### config.mk
export PLATFORM = sky130hd
export DESIGN_NAME = sakebi_crc32_refl_byte
export DESIGN_NICKNAME = d
export VERILOG_FILES = /design/src/rtl/sakebi_eth_pkg.sv /design/src/rtl/sakebi_crc32_refl_byte.sv
export SDC_FILE = /design/constraint.sdc
export NUM_CORES = 1
export LEC_CHECK = 0
export CAP_MARGIN = 20
export CORE_MARGIN = 3
export CORE_UTILIZATION = 32
export DETAILED_ROUTE_END_ITERATION = 10
export GPL_ROUTABILITY_DRIVEN = 0
export PLACE_DENSITY = 0.95
export SETUP_SLACK_MARGIN = 0.5
export SYNTH_ARGS = -nofsm -noshare
export SYNTH_HDL_FRONTEND = slang
export SYNTH_SLANG_ARGS = --single-unit
### constraint.sdc
create_clock -name vclk -period 4.4
set_input_delay 1.32 -clock vclk [all_inputs]
set_output_delay 1.32 -clock vclk [all_outputs]
set_load 0.02 [all_outputs]
### src/rtl/sakebi_eth_pkg.sv
// Shared Ethernet definitions for the SAKEBI datapath: CRC-32 constants and
// the receive FCS checker state encoding.
package sakebi_eth_pkg;

  localparam logic [31:0] CRC32_POLY_REFL = 32'hEDB8_8320;
  localparam logic [31:0] CRC32_INIT      = 32'hFFFF_FFFF;
  localparam logic [31:0] CRC32_RESIDUE   = 32'hDEBB_20E3;
  localparam int unsigned ETH_FCS_BYTES   = 4;

  typedef enum logic [1:0] {
    ST_IDLE,
    ST_FILL,
    ST_STREAM
  } fcs_state_e;

endpackage

### src/rtl/sakebi_crc32_refl_byte.sv
// One byte of reflected IEEE 802.3 CRC-32, eight unrolled LSB-first steps.
// Purely combinational; shared by the receive checker and the transmit generator.
module sakebi_crc32_refl_byte
  import sakebi_eth_pkg::*;
(
  input  logic [31:0] crc_i,
  input  logic [7:0]  data_i,
  output logic [31:0] crc_o
);

  logic [31:0] crc_w;

  always_comb begin
    crc_w = crc_i;
    for (int unsigned b = 0; b < 8; b++) begin
      if (crc_w[0] ^ data_i[b]) begin
        crc_w = (crc_w >> 1) ^ CRC32_POLY_REFL;
      end else begin
        crc_w = crc_w >> 1;
      end
    end
    crc_o = crc_w;
  end

endmodule

==> results of run 1 <==
[Yosys cell counts]
cell type,count
xnor3_1,1
xor3_1,2
xnor2_2,5
xor2_1,12
xnor2_4,1
xor2_2,5
xor2_4,1
xnor2_1,43
[metrics by stage]
stage                     instance area [um^2]  cells  hold WS, ns
after detailed placement                  1850    198         3.71
after global placement                    1850    198         3.71
after floorplan                            886     70         2.78
[kinds of logic after synthesis]
family    Yosys count
XOR/XNOR           70
==> flow_summary.json, run 1 <==
{
  "io_buffers": 72,
  "synth_seq_area_share_pct": 0,
  "post_cts_buffers": 21,
  "synthAdderAreaFrac_pct": 0,
  "syn_nets": 110,
  "status": "stopped before the end",
  "cts_resized": 276,
  "syn_area_per_cell_um2": 11.0,
  "synth_cell_types": 8,
  "netlist_area_um2": 769,
  "error": "[ERROR DPL-0038] Utilization greater than 100%, impossible to legalize",
  "synth_top_family_by_area": "XOR/XNOR gates",
  "synth-simple-area-share_pct": 0,
  "synth_compound_area_share_pct": 0,
  "pin_count": 72,
  "yosysWarningCount": 0,
  "synthCells": 70,
  "pre_cts_slack_ns": -0.564,
  "lastStage": "clock tree synthesis",
  "dieHeight_um": 55.0,
  "holdBufCountCts": 0,
  "synth_area_leaders": "xnor2_1, xor2_1, xnor2_2",
  "synth_top_area_share_pct": 48.9,
  "yosys.area_share.xor_xnor_pct": 100,
  "synth_mux_area_share_pct": 0,
  "yosys.area.top_type": "xnor2_1",
  "initial_core_util_pct": 34.1,
  "rows": 17,
  "dpl.hpwl_um": 2430,
  "die_x_um": 55.0
}
==> run 2: changes to the inputs <==
CORE_AREA = 3 3 64 66   (was default)
CORE_MARGIN = default   (was 3)
CORE_UTILIZATION = default   (was 32)
DIE_AREA = 0 0 67 69   (was default)
PLACE_DENSITY = default   (was 0.95)
PLACE_DENSITY_LB_ADDON = 0.15   (was default)
SETUP_SLACK_MARGIN = default   (was 0.5)
==> run 2 against run 1 <==
Against the previous run:
- the flow now finishes without violations
- synthesized cell count unchanged
- area after synthesis is the same
==> flow_summary.json, run 2 <==
{
  "synth_cell_types": 8,
  "grtUsageMet1_pct": 11.1,
  "status": "finished, final reports clean",
  "coreArea_mm2": 0.00363,
  "rows": 22,
  "ir_drop_mv": 0.241,
  "placed_cells": 217,
  "synth_seq_area_share_pct": 0,
  "min_path_type": "in -> out",
  "crit_chain": "clkdlybuf4s50_1 > xnor2_2 > buf_4 > xor2_4 > buf_6 > xor2_4 > xnor2_1 > clkdlybuf4s15_2",
  "max_slew.worst_pin.slew_ns": 0.267,
  "wl_per_cell_um": 10.8,
  "slew_headroom_pct": 82.1,
  "setup_tns_ns": 0,
  "finalSetupViolCount": 0,
  "min_period_over_period_pct": 99.3,
  "critical_path.startpoint_type": "primary input",
  "cpMaxStageDelayCell": "clkdlybuf4s50_1",
  "vias": 852,
  "cap_violations": 0,
  "netlist_top_cells_count": "xnor2_1, xor2_1, xnor2_2, xor2_2, xor3_1",
  "holdBufCountCts": 0,
  "die_x_um": 67,
  "period_minus_slack_ns": 4.37,
  "finalPower_mw": 0.774,
  "drive_gt1_share_pct": 43.3,
  "synth_area_leaders": "xnor2_1, xor2_1, xnor2_2",
  "antenna_found_initial": 0,
  "nClkBuffers": 0,
  "area_delta_synth_final_pct": 144,
  "vias_per_cell": 3.74,
  "diodes": 0,
  "slew_viol_final": 0,
  "cp_max_fo": 6,
  "dieHeight_um": 69,
  "drtPass1Iterations": 2,
  "dpl.hpwl_um": 2210,
  "grt_max_degree": 7,
  "seqCellArea_um2": 0,
  "yosysWarningCount": 0,
  "drc_errors": 0,
  "rsz0062_at_grt": "true",
  "crit_arrival_ns": 3.05,
  "fin_cells": 228,
  "grt_usage_pct": 10.3,
  "io_buffers": 72,
  "initial_core_util_pct": 21.2,
  "power_leakage_nw": 0.847,
  "postRouteAntennaNets": 0,
  "syn_area_per_cell_um2": 11.0,
  "worst-path-buf-inv": 4,
  "grt_pass1_vias": 905,
  "required_ns": 3.08,
  "synthCells": 70,
  "pin_count": 72,
  "dieArea_mm2": 0.00462,
  "grt_pass1_wl_um": 3970,
  "met3_usage_pct": 2.28,
  "seq_cell_count": 0,
  "fmax_mhz": 229,
  "drt-total-wl_um": 2470,
  "end_kind": "output port",
  "grt.overflow.total": 0,
  "synth.most_common_cell": "xnor2_1",
  "final_nets": 222,
  "crit_family": "buffers and inverters",
  "drtIter0Drc": 9,
  "synth_top_area_share_pct": 48.9,
  "crit_type": "in -> out",
  "whs_ns": 3.33,
  "busiest_layer": "met2",
  "netlist_area_um2": 769,
  "syn_nets": 110,
  "p_per_area_mw_per_mm2": 413,
  "path_common_cell": "xor2_4",
  "yosys.area.top_type": "xnor2_1",
  "max_stage_delay_ns": 0.50,
  "use_met2_pct": 20.5,
  "final_cell_mix": "xnor2_1, buf_4, clkdlybuf4s50_1",
  "finalHoldViolations": 0
}
==> run 2: layout make-up <==
type	instances	area, um^2
repair buffers	110	953
multi-input cells	70	861
fillers	367	1760
well taps	48	60.1
==> run 2: final timing paths <==
check             depth (start not counted)  slack (ns)  startpoint         to
setup / recovery                          8        0.03   data_i[7]  crc_o[24]
hold / removal                            3        3.33   crc_i[13]   crc_o[5]
==> run 2: repair_timing <==
| item | 4_1_cts | 5_1_grt |
|---|---|---|
| pin swaps | 11 | 4 |
| resized for setup | 80 | 29 |
| setup buffers | 8 | 3 |
| setup endpoints to repair | 27 | 22 |
| hold endpoints to repair | 0 | 0 |
==> run 2: kinds of logic after synthesis <==
logic type / after synthesis / synth area share, %
xor gates and xnor gates: 70 / 100
==> run 2: report_power, final <==
part / internal (mW) / leakage [nW] / switching (mW)
Clock: 0 / 0 / 0
Sequential: 0 / 0 / 0
Combinational: 0.391 / 0.847 / 0.384
==> run 2: layer usage <==
| metal | vias to the layer above | share of wire, % | wire length (um) |
|---|---|---|---|
| met2 | 37 | 54 | 1340 |
| met1 | 385 | 37 | 903 |
| met5 | - | 0 | 0 |
| li1 | 430 | - | - |
| met3 | 0 | 9.2 | 226 |
| met4 | 0 | 0 | 0 |
==> run 2: per-stage QoR <==
| stage | setup WS (ns) | instance area, um^2 | util [%] |
|---|---|---|---|
| after floorplan | 0.174 | 769 | - |
| after global placement | -0.451 | 1750 | 48.2 |
| after detailed placement | -0.486 | 1750 | 48.2 |
| after CTS | -0.0946 | 1850 | 51.0 |
| after global routing | -0.0479 | 1870 | 51.6 |
| final | 0.0330 | 1870 | 51.6 |
(Power assumes the default switching activity.)
